**config.mk**
```make
export PLATFORM = sky130hd
export DESIGN_NAME = mem_port_arbiter
export DESIGN_NICKNAME = d
export VERILOG_FILES = /design/src/rtl/mem_port_arbiter.sv
export SDC_FILE = /design/constraint.sdc
export NUM_CORES = 1
export LEC_CHECK = 0
export CELL_PAD_IN_SITES_DETAIL_PLACEMENT = 1
export CELL_PAD_IN_SITES_GLOBAL_PLACEMENT = 1
export CORE_AREA = 4 4 134 136
export CTS_BUF_LIST = sky130_fd_sc_hd__clkbuf_2
export DETAILED_ROUTE_END_ITERATION = 10
export DIE_AREA = 0 0 138 140
export HOLD_SLACK_MARGIN = 0.05
export PLACE_DENSITY = 0.9
export SETUP_SLACK_MARGIN = 0.4
export SYNTH_ARGS = -nofsm -noshare
export SYNTH_HDL_FRONTEND = slang
export SYNTH_SLANG_ARGS = --single-unit
```
**constraint.sdc**
```tcl
create_clock -name clk -period 3.9 [get_ports clk]
set_input_delay 0.585 -clock clk [delete_from_list [all_inputs] [get_ports clk]]
set_output_delay 0.585 -clock clk [all_outputs]
set_load 0.005 [all_outputs]
```
**src/rtl/mem_port_arbiter.sv**
```systemverilog
// mem_port_arbiter: shares one memory port between an instruction-fetch and a data requester.
// Optional macro ROUND_ROBIN_EN alternates grants on simultaneous requests; otherwise data wins.
`default_nettype none

module mem_port_arbiter #(
  parameter int ADDR_W  = 32,
  parameter int DATA_W  = 32,
  parameter int TIMEOUT = 255
) (
  input  logic              clk,
  input  logic              rst,
  input  logic              i_req,
  input  logic [ADDR_W-1:0] i_addr,
  output logic              i_holdn,
  output logic [DATA_W-1:0] i_data,
  output logic              i_mexc,
  input  logic              d_req,
  input  logic              d_we,
  input  logic [ADDR_W-1:0] d_addr,
  input  logic [DATA_W-1:0] d_wdata,
  output logic              d_holdn,
  output logic [DATA_W-1:0] d_data,
  output logic              d_mexc,
  output logic              d_werr,
  output logic              m_req,
  output logic              m_we,
  output logic [ADDR_W-1:0] m_addr,
  output logic [DATA_W-1:0] m_wdata,
  input  logic              m_ack,
  input  logic [DATA_W-1:0] m_rdata,
  input  logic              m_err,
  output logic              busy,
  output logic              owner_d
);

  typedef enum logic [1:0] {
    IDLE  = 2'd0,
    ISSUE = 2'd1,
    RESP  = 2'd2
  } state_t;

  localparam logic [7:0] TO_LAST = 8'(TIMEOUT - 1);

  state_t            state;
  logic [7:0]        cnt;
  logic [DATA_W-1:0] rdata;
  logic              err;
  logic              grant_d;
  logic              in_resp;

`ifdef ROUND_ROBIN_EN
  // last_d = 0 means the fetch port was served last, so data is preferred next
  logic last_d;
  assign grant_d = d_req && (!i_req || !last_d);
`else
  assign grant_d = d_req;
`endif

  always_ff @(posedge clk or posedge rst) begin
    if (rst) begin
      state   <= IDLE;
      m_we    <= 1'b0;
      m_addr  <= '0;
      m_wdata <= '0;
      owner_d <= 1'b1;
      rdata   <= '0;
      err     <= 1'b0;
      cnt     <= '0;
`ifdef ROUND_ROBIN_EN
      last_d  <= 1'b0;
`endif
    end else begin
      case (state)
        IDLE: begin
          if (i_req || d_req) begin
            owner_d <= grant_d;
            m_we    <= grant_d ? d_we : 1'b0;
            m_addr  <= grant_d ? d_addr : i_addr;
            m_wdata <= grant_d ? d_wdata : '0;
            cnt     <= '0;
            state   <= ISSUE;
`ifdef ROUND_ROBIN_EN
            last_d  <= grant_d;
`endif
          end
        end
        ISSUE: begin
          if (m_ack) begin
            rdata <= m_rdata;
            err   <= m_err;
            cnt   <= '0;
            state <= RESP;
          end else if (cnt == TO_LAST) begin
            // No acknowledge within the budget: abandon and report an error
            rdata <= '0;
            err   <= 1'b1;
            cnt   <= '0;
            state <= RESP;
          end else begin
            cnt <= cnt + 8'd1;
          end
        end
        RESP:    state <= IDLE;
        default: state <= IDLE;
      endcase
    end
  end

  assign in_resp = (state == RESP);
  assign m_req   = (state == ISSUE);
  assign busy    = (state != IDLE);

  assign i_holdn = !(i_req && !(in_resp && !owner_d));
  assign d_holdn = !(d_req && !(in_resp && owner_d));

  assign i_data  = (in_resp && !owner_d) ? rdata : '0;
  assign d_data  = (in_resp && owner_d) ? rdata : '0;
  assign i_mexc  = in_resp && !owner_d && err;
  assign d_mexc  = in_resp && owner_d && !m_we && err;
  assign d_werr  = in_resp && owner_d && m_we && err;

endmodule

`default_nettype wire

```
# Yosys cells after proc, flatten, opt, wreduce, memory -nomap -nowiden
# Index checks and enable logic that the tools add are counted.
word_totals:
  reg_bits: 109
  inputBits: 135
  out_inout_bits: 137
  wordCells: 55
op_classes:
  n_addsub: 1
  n_eq_ne: 5
  mux: 17
  n_reduce_logical: 24
op_table:
  columns: ["op", "count"]
  rows:
  - ["2-to-1 mux 32 bit", 6]
  - ["2-to-1 mux 8 bit", 3]
  - ["case mux 8 bit (2 select lines)", 1]
  - ["logical AND 1 bit", 9]
  - ["adder 8 x 1 -> 8 bit, second input constant", 1]
  - ["== test 8 bit, second input constant", 1]
  - ["AND reduction 2 bit", 4]
  - ["logical NOT 1 bit", 6]
  - ["2-to-1 mux 2 bit", 3]
  - ["nonzero test 2 bit", 3]
  - ["case mux 2 bit (2 select lines)", 1]
  - ["2-to-1 mux 1 bit", 3]
  - ["!= test 3 x 1 -> 1 bit, second input constant", 1]
  - ["== test 2 x 1 -> 1 bit, second input constant", 1]
  - ["== test 2 bit, second input constant", 1]
  - ["logical NOT 2 bit", 1]
  - ["!= test 2 bit, second input constant", 1]
  - ["logical OR 1 bit", 1]

# Logic depth before layout (Yosys ltp)
# Gate-level depths: netlist of run 1.
logic_depth:
  depth_word: 5
  ltp_mapped: 7
  ltp_nobuf: 6

# Least setup slack after synthesis of run 1
# OpenSTA, ideal clock, no wires.
synth_path:
  path_type: "in2out"
  from: "input port d_req"
  to: "output port d_holdn"
  arrival_ps: 1329
  required_ps: 3315
  path_slack_ps: 1986
  cell_stages: 3
  path_buffers: 2
  cell_sequence: "buf_2 buf_1 nand2b_1"
synth_between:
  elab_chain_cells: 2
synth_rtl:
  columns: ["item", "line_no", "text"]
  rows:
  - ["start: declaration", "17", "input logic d_req,"]
  - ["logical AND 1 bit", "114", "assign d_holdn = !(d_req && !(in_resp && owner_d));"]
  - ["logical NOT 1 bit", "114", null]
  - ["end: declaration", "21", "output logic d_holdn,"]
# Every way passes these cells.

# Worst setup path in the final report of run 1
layout_path:
  from: "register owner_d"
  to: "output port d_data[27]"
layout_between:
  elab_chain_cells: 2
layout_rtl:
  columns: ["item", "line_no", "text"]
  rows:
  - ["start: declaration", "33", "output logic owner_d"]
  - ["start signal: assignment", "76", "owner_d <= grant_d;"]
  - ["logical AND 1 bit", "117", "assign d_data = (in_resp && owner_d) ? rdata : '0;"]
  - ["2-to-1 mux 32 bit", "117", null]
  - ["end: declaration", "22", "output logic [DATA_W-1:0] d_data,"]
# Every way passes these cells.

==> impl_results.md, run 1 <==
* Power Total at about 4.8 mW
* FMAX at 320 MHz
* Vias in the first global route at approximately 4700
* Drt wl/cell at roughly 18 um
* RSZ-0062 raised after global routing: false
* Pwr Density at around 600 mW/mm^2
* Clock Sinks at approximately 110
* Clock Latency Late Sink at 600 ps
* Total negative slack at 0 ps
* Mapped Cells at between 400 and 500
* Synth-to-Final Area Change at 63.6%
* Via/cell ratio at between 4 and 5
* Final-report max-slew violation count at 0
* WP data required at 3310 ps
* Worst-case clock buffer depth at 2
* Syn_area_per_cell at ~11 um^2
* CP max stage delay at ~630 ps
* Dominant cell type by area after synthesis: dfrtp_1
* DRT Pass-1 Iters at 4
* Die Span Y at 140 um
* First-pass GRT wire length at roughly 26 mm
* Area contributors post-synth: dfrtp_1 (56%), a22o_1 (12%), and2_1 (8.7%)
* CTS Buf Count at 9
* Post-synthesis sequential area ratio at 0.566
* R2R Setup Slk at approximately 1700 ps
* Initial core utilization at 0.285
* All-Layer GR Usage at 0.170
* Buffers added on ports at about 270
* Worst Max-Slew Pin Slew at around 1300 ps
* Peak supply drop at 0.000306 V
* Leakage power at 3.46 nW
* Post-synth top cells: dfrtp_1 (108), and2_1 (67), a22o_1 (65)
* Layout Nets at between 800 and 900
* Crit path time final at 3130 ps
* Seq cells post-synth at 109
* WL final at ~17 mm
* Die area at 0.0193 mm^2
* Reg2Reg Depth at 3
* Root Driver: clkbuf_2
* Clk pin slew, worst setup/hold paths at approximately 320 ps
* Worst clock skew at 30.8 ps
* DP Worst Slack at ~1000 ps
* Initial antenna violation count at 2
* Post-synth top area share at 0.560
* CP endpoint kind: primary output
* Distinct cell type count after synthesis at 32
* Crit path kind: flop to primary output
* Crit path cell chain: and3b_2, and2_1, clkdlybuf4s50_1
* Via count at 4262
* Final Cycle Share at 0.801
* Synth Flop Type: dfrtp_1
* Ratio of cells with drive above 1 in the final layout at 0.0426
* Count leader, synth: dfrtp_1
* DRC Markers at 0
* Syn Nets at 559
* DP HPWL at 12.8 mm
* Max_slew headroom at 0.151
* Hold Fails Final Rpt at 0
* GR Overflow Total at 0
* H-tree depth at 3
* Crit start category: flop
* IO Count at 272
* Crit path max fanout at 35
* Status: complete, no violations
* Crit path arrival time at roughly 2500 ps
* Final WS setup at slightly below 800 ps
* Core region area at 0.0169 mm^2
* Critical path's slowest cell: dfstp_2
* Number of synthesized flops with an enable pin at 0
* Ys async rst share at 1.00
* Yosys warns at 0
* # hold bufs at CTS at 0
* DIE WIDTH at 138 um
* Initial DRC count at 143
* GP Congestion at ~0.76
* CTS tree: done
* Final Setup Violations at 0
* Mapped Area at around 0.0048 mm^2
* Max-Cap Viols at 0
* Row count at 48
* Reg-to-reg critical path startpoint: state[0]$_DFFE_PP0P_
* Routed Antenna Nets at 0
* Worst r2r dst: m_wdata[20]$_DFFE_PP0P_
* Largest net degree at the start of global routing at 92
* Min-Delay Path Class: input port to asynchronous set/reset pin
-- power by group --
group / internal [mW] / switching (mW) / total, mW
registers: 1.64 / 0.357 / 2.00
logic: 1.25 / 0.851 / 2.10
clock network: 0.278 / 0.391 / 0.670
total: 3.17 / 1.60 / 4.77
-- per-layer routing --
metal	wire length (um)	track usage
met1	6990	0.198
met4	448	0.0666
met2	7960	0.290
met5	0	0
met3	1320	0.0560
-- flip-flops by register name, summed over array words and instances (netlist names) --
| signal | cells |
|---|---|
| m_addr | 32 |
| m_wdata | 32 |
| rdata | 32 |
| cnt | 8 |
| state | 2 |
| err | 1 |
| m_we | 1 |
| owner_d | 1 |
-- per-stage QoR --
stage,cells,cell area (um^2),hold WS [ps],utilization
2_1_floorplan,422,4820,479,-
3_3_place_gp,889,7720,467,0.456
3_5_place_dp,889,7720,476,0.456
4_1_cts,905,7880,347,0.465
5_1_grt,907,7890,366,0.466
6_report,907,7890,394,0.466
-- kinds of logic (layout without fill, tap and decap cells) --
kind of cell / Yosys count / after routing / share of synthesized area
flip-flops: 109 / 109 / 0.566
AND/OR/NAND/NOR: 129 / 129 / 0.153
adder cells (fa/ha/maj): 2 / 2 / 0.00519
multiplexers: 32 / 32 / 0.0664
buffers and inverters: 39 / 297 / 0.0374
other: 0 / 2 / 0
XOR/XNOR: 6 / 6 / 0.0109
AO/OA/AOI/OAI: 105 / 105 / 0.162
-- final cells by class --
cell class,instances,area (um^2)
Clock inverter,7,119
Sequential cell,109,2730
Fill cell,1801,9050
Multi-Input combinational cell,274,1930
Timing Repair Buffer,276,2760
Antenna cell,2,5.00
Inverter,5,21.3
Clock buffer,9,45.0
Tap cell,225,282
-- layout by cell type, fill, tap and decap left out, drive strengths merged, types with 4 or more instances in the layout --
| cell type | count |
|---|---|
| mux2i | 32 |
| o21ai | 37 |
| and3 | 7 |
| clkbuf | 9 |
| xor2 | 5 |
| nand2b | 4 |
| buf | 6 |
| a22o | 65 |
| inv | 7 |
| nand2 | 36 |
| and2 | 67 |
| dfrtp | 108 |
| clkdlybuf4s50 | 270 |
-- worst max path at each step --
stage | from | to | depth (start not counted)
3_5_place_dp | owner_d$_DFFE_PP1P_ | d_data[27] | 3
6_report | owner_d$_DFFE_PP1P_ | d_data[27] | 3
3_3_place_gp | owner_d$_DFFE_PP1P_ | d_holdn | 3
2_1_floorplan | rst | cnt[0]$_DFFE_PP0P_ | 1
4_1_cts | owner_d$_DFFE_PP1P_ | d_data[27] | 3
5_1_grt | owner_d$_DFFE_PP1P_ | d_data[27] | 3
-- worst max-delay path: cells and delay by family (launching register included) --
kind / cells / cell delay [ps]
AND/OR/NAND/NOR: 2 / 780
buffers and inverters: 1 / 540
flip-flops: 1 / 630
-- timing repair --
action | CTS | global route
setup buffers | 0 | 0
setup endpoints to repair | 35 | 0
resized for setup | 1 | 0
Note: power is estimated with default switching activity, not from simulation.
==> inputs of run 2 (changes only) <==
==> constraint.sdc (replaced) <==
create_clock -name clk -period 3.1 [get_ports clk]
set_input_delay 0.465 -clock clk [delete_from_list [all_inputs] [get_ports clk]]
set_output_delay 0.465 -clock clk [all_outputs]
set_load 0.005 [all_outputs]
==> run 2 against run 1 <==
  * Setup slack got worse by 430 ps
  * Highest routed layer unchanged
  * Via count increased by 3.4%
  * Largest power group unchanged
  * Clock-buffer cell count increased by 2
  * Core utilization increased by 1.2 points
  * Wire length increased by 4.4%
  * Worst hold slack got worse by 190 ps
  * Non-clock buffer count increased by 16
  * Die area unchanged
==> impl_results.md, run 2 (synthesis gave the netlist of run 1 again) <==
* Pwr Density at 745 mW/mm^2 (was 605 mW/mm^2)
* RSZ-0062 raised after global routing: true (was false)
* DRT Pass-1 Iters at 4 (unchanged)
* Die Span Y at 140 um (unchanged)
* Filler cells at 1803 (was 1801)
* Final Cycle Share at 0.890
* Final WS setup at 340 ps (was 775 ps)
* Top flop regs: m_addr: 32 flops, m_wdata: 32 flops, rdata: 32 flops (unchanged)
* IO Count at 272 (unchanged)
* CP max stage delay at 640 ps (was 630 ps)
* Synth-to-Final Area Change at 67.8% (was 63.6%)
* Most frequent cells in the layout: clkdlybuf4s50_1 (235), dfrtp_1 (106), and2_1 (66), a22o_1 (65), nand2_1 (36) (was clkdlybuf4s50_1 (270), dfrtp_1 (108), and2_1 (67), a22o_1 (65), nand2_1 (36))
* H-tree depth at 3 (unchanged)
* Final Setup Violations at 0 (unchanged)
* Initial DRC count at 77 (was 143)
* CP delay by family, top: buffers and inverters (was simple AND/OR/NAND/NOR gates)
* Peak supply drop at 0.000347 V (was 0.000306 V)
* Drt wl/cell at 18.9 um (was 18.4 um)
* WL final at 17.5 mm (was 16.7 mm)
* Final Util at 0.478 (was 0.466)
* Hold Fails Final Rpt at 0 (unchanged)
* Leakage power at 3.94 nW (was 3.46 nW)
* First-pass GRT wire length at 27.1 mm (was 26.3 mm)
* DP Worst Slack at 796 ps (was 1040 ps)
* Critical path's slowest cell: dfstp_2 (unchanged)
* Root Driver: clkbuf_2 (unchanged)
* # hold bufs at CTS at 0 (unchanged)
* CP bufs+invs at 2 (was 1)
* Routed Antenna Nets at 0 (unchanged)
* CTS tree: done (unchanged)
* CTS Buf Count at 9 (unchanged)
* Power Total at 6.03 mW (was 4.77 mW)
* CP endpoint kind: primary output (unchanged)
* Largest net degree at the start of global routing at 78 (was 92)
* Crit path kind: flop to primary output (unchanged)
* DRC Markers at 0 (unchanged)
* Min-Delay Path Class: input port to asynchronous set/reset pin (unchanged)
* Final hold slack at 202 ps (was 394 ps)
* Crit path time final at between 2000 and 3000 ps
* Initial antenna violation count at 1 (was 2)
* Final-report max-slew violation count at 0 (unchanged)
* All-Layer GR Usage at 0.176 (was 0.170)
* Worst-case clock buffer depth at 2 (unchanged)
* Clock Latency Late Sink at 610 ps (was 600 ps)
* Via/cell ratio at 4.78 (was 4.70)
* Most common cell after layout, fill and taps aside: clkdlybuf4s50_1 (unchanged)
* Buffers added on ports at 271 (unchanged)
* Die area at 0.0193 mm^2 (unchanged)
* Crit path arrival time at 2290 ps (was 2540 ps)
* FMAX at between 300 and 400 MHz
* Max_slew headroom at 0.605 (was 0.151)
* Row count at 48 (unchanged)
* Crit start category: flop (unchanged)
* Seq. cell area at 0.00273 mm^2 (about the same)
* GP Congestion at 0.775 (was 0.763)
* WP data required at 2630 ps (was 3310 ps)
* Via count at 4408 (was 4262)
* Status: complete, no violations (unchanged)
* Multi-input logic area at 0.00194 mm^2 (was 0.00193 mm^2)
* GR Overflow Total at 0 (unchanged)
* DP HPWL at 13.2 mm (was 12.8 mm)
* Max-Cap Viols at 0 (unchanged)
* Worst Max-Slew Pin Slew at 591 ps (was 1270 ps)
* Clock Sinks at 109 (unchanged)
* Worst clock skew at 55.6 ps (was 30.8 ps)
* Ratio of cells with drive above 1 in the final layout at 0.0704 (was 0.0426)
* DIE WIDTH at 138 um (unchanged)
* Initial core utilization at 0.285 (unchanged)
* Crit path cell chain: and3b_2, buf_12, nand2_1, nor2_1, clkdlybuf4s50_1 (was and3b_2, and2_1, clkdlybuf4s50_1)
* Total negative slack at 0 ps (unchanged)
* Vias in the first global route at 4933 (was 4667)
* Core region area at 0.0169 mm^2 (unchanged)
* Crit path max fanout at 34 (was 35)
* Layout Nets at 828 (was 812)
* Clk pin slew, worst setup/hold paths at 320 ps (about the same)
run 2: cell types whose count changed in the layout (fill, tap and decap cells not counted), moves of 2 or more:
| cell | change |
|---|---|
| bufinv_16 | -2 |
| dlygate4sd2_1 | +13 |
| clkbuf_2 | +2 |
| clkdlybuf4s50_1 | -35 |
| buf_6 | +2 |
| dlymetal6s2s_1 | +19 |
| dfrtp_2 | +2 |
| clkdlybuf4s15_1 | +3 |
| buf_4 | +9 |
| dfrtp_1 | -2 |
| buf_12 | +3 |
run 2: power breakdown:
group	switching, mW	total [mW]	leakage [nW]	internal, mW
registers	0.475	2.54	1.37	2.07
clock network	0.504	0.709	0.0751	0.205
logic	1.11	2.77	2.50	1.66
run 2: worst paths after layout:
check                      cells after the start  slack (ps)                     end                    from
max                                            5         340                  d_mexc     owner_d$_DFFE_PP1P_
min                                            2         200        m_we$_DFFE_PP0P_                     rst
max reg2reg                                    4        1300    rdata[1]$_DFFE_PP0P_      cnt[4]$_DFFE_PP0P_
min reg2reg                                    2         530  m_addr[23]$_DFFE_PP0P_  m_addr[23]$_DFFE_PP0P_
max in group asynchronous                      3        2130   m_addr[6]$_DFFE_PP0P_                     rst
min in group clk                               3         280  m_addr[23]$_DFFE_PP0P_                   d_req
run 2: per-stage QoR:
step	std cells	area (um^2)
after floorplan	422	4830
after global routing	923	8090
final	923	8090
after detailed placement	893	7760
after global placement	893	7760
after CTS	917	7980
run 2: timing repair:
item                       4_1_cts  5_1_grt
setup endpoints to repair       67       66
cloned                           1        1
buffers inserted                 7        3
resized for setup               27       25
pin swaps                        1        1
run 2: cell type report:
cell class	instances	share of cell area
diodes	2	0.000618
well taps	225	0.0348
clock inverters	5	0.00819
inverters	5	0.00278
multi-input cells	274	0.240
repair buffers	292	0.370
clock buffers	11	0.00680
flip-flops and latches	109	0.338
run 2: worst register-to-register path, cell delays in order (launching register included):
cell and delay [ps]:
dfrtp_1 490, and4_1 230, a41oi_1 280, nand2b_4 480, a22o_1 230
run 2: per-layer routing:
layer,up-vias,GRT usage,part of all wire
li1,2007,-,-
met1,2161,0.201,0.41
met2,212,0.307,0.49
met3,28,0.0516,0.072
met4,0,0.0744,0.029
met5,-,0,0
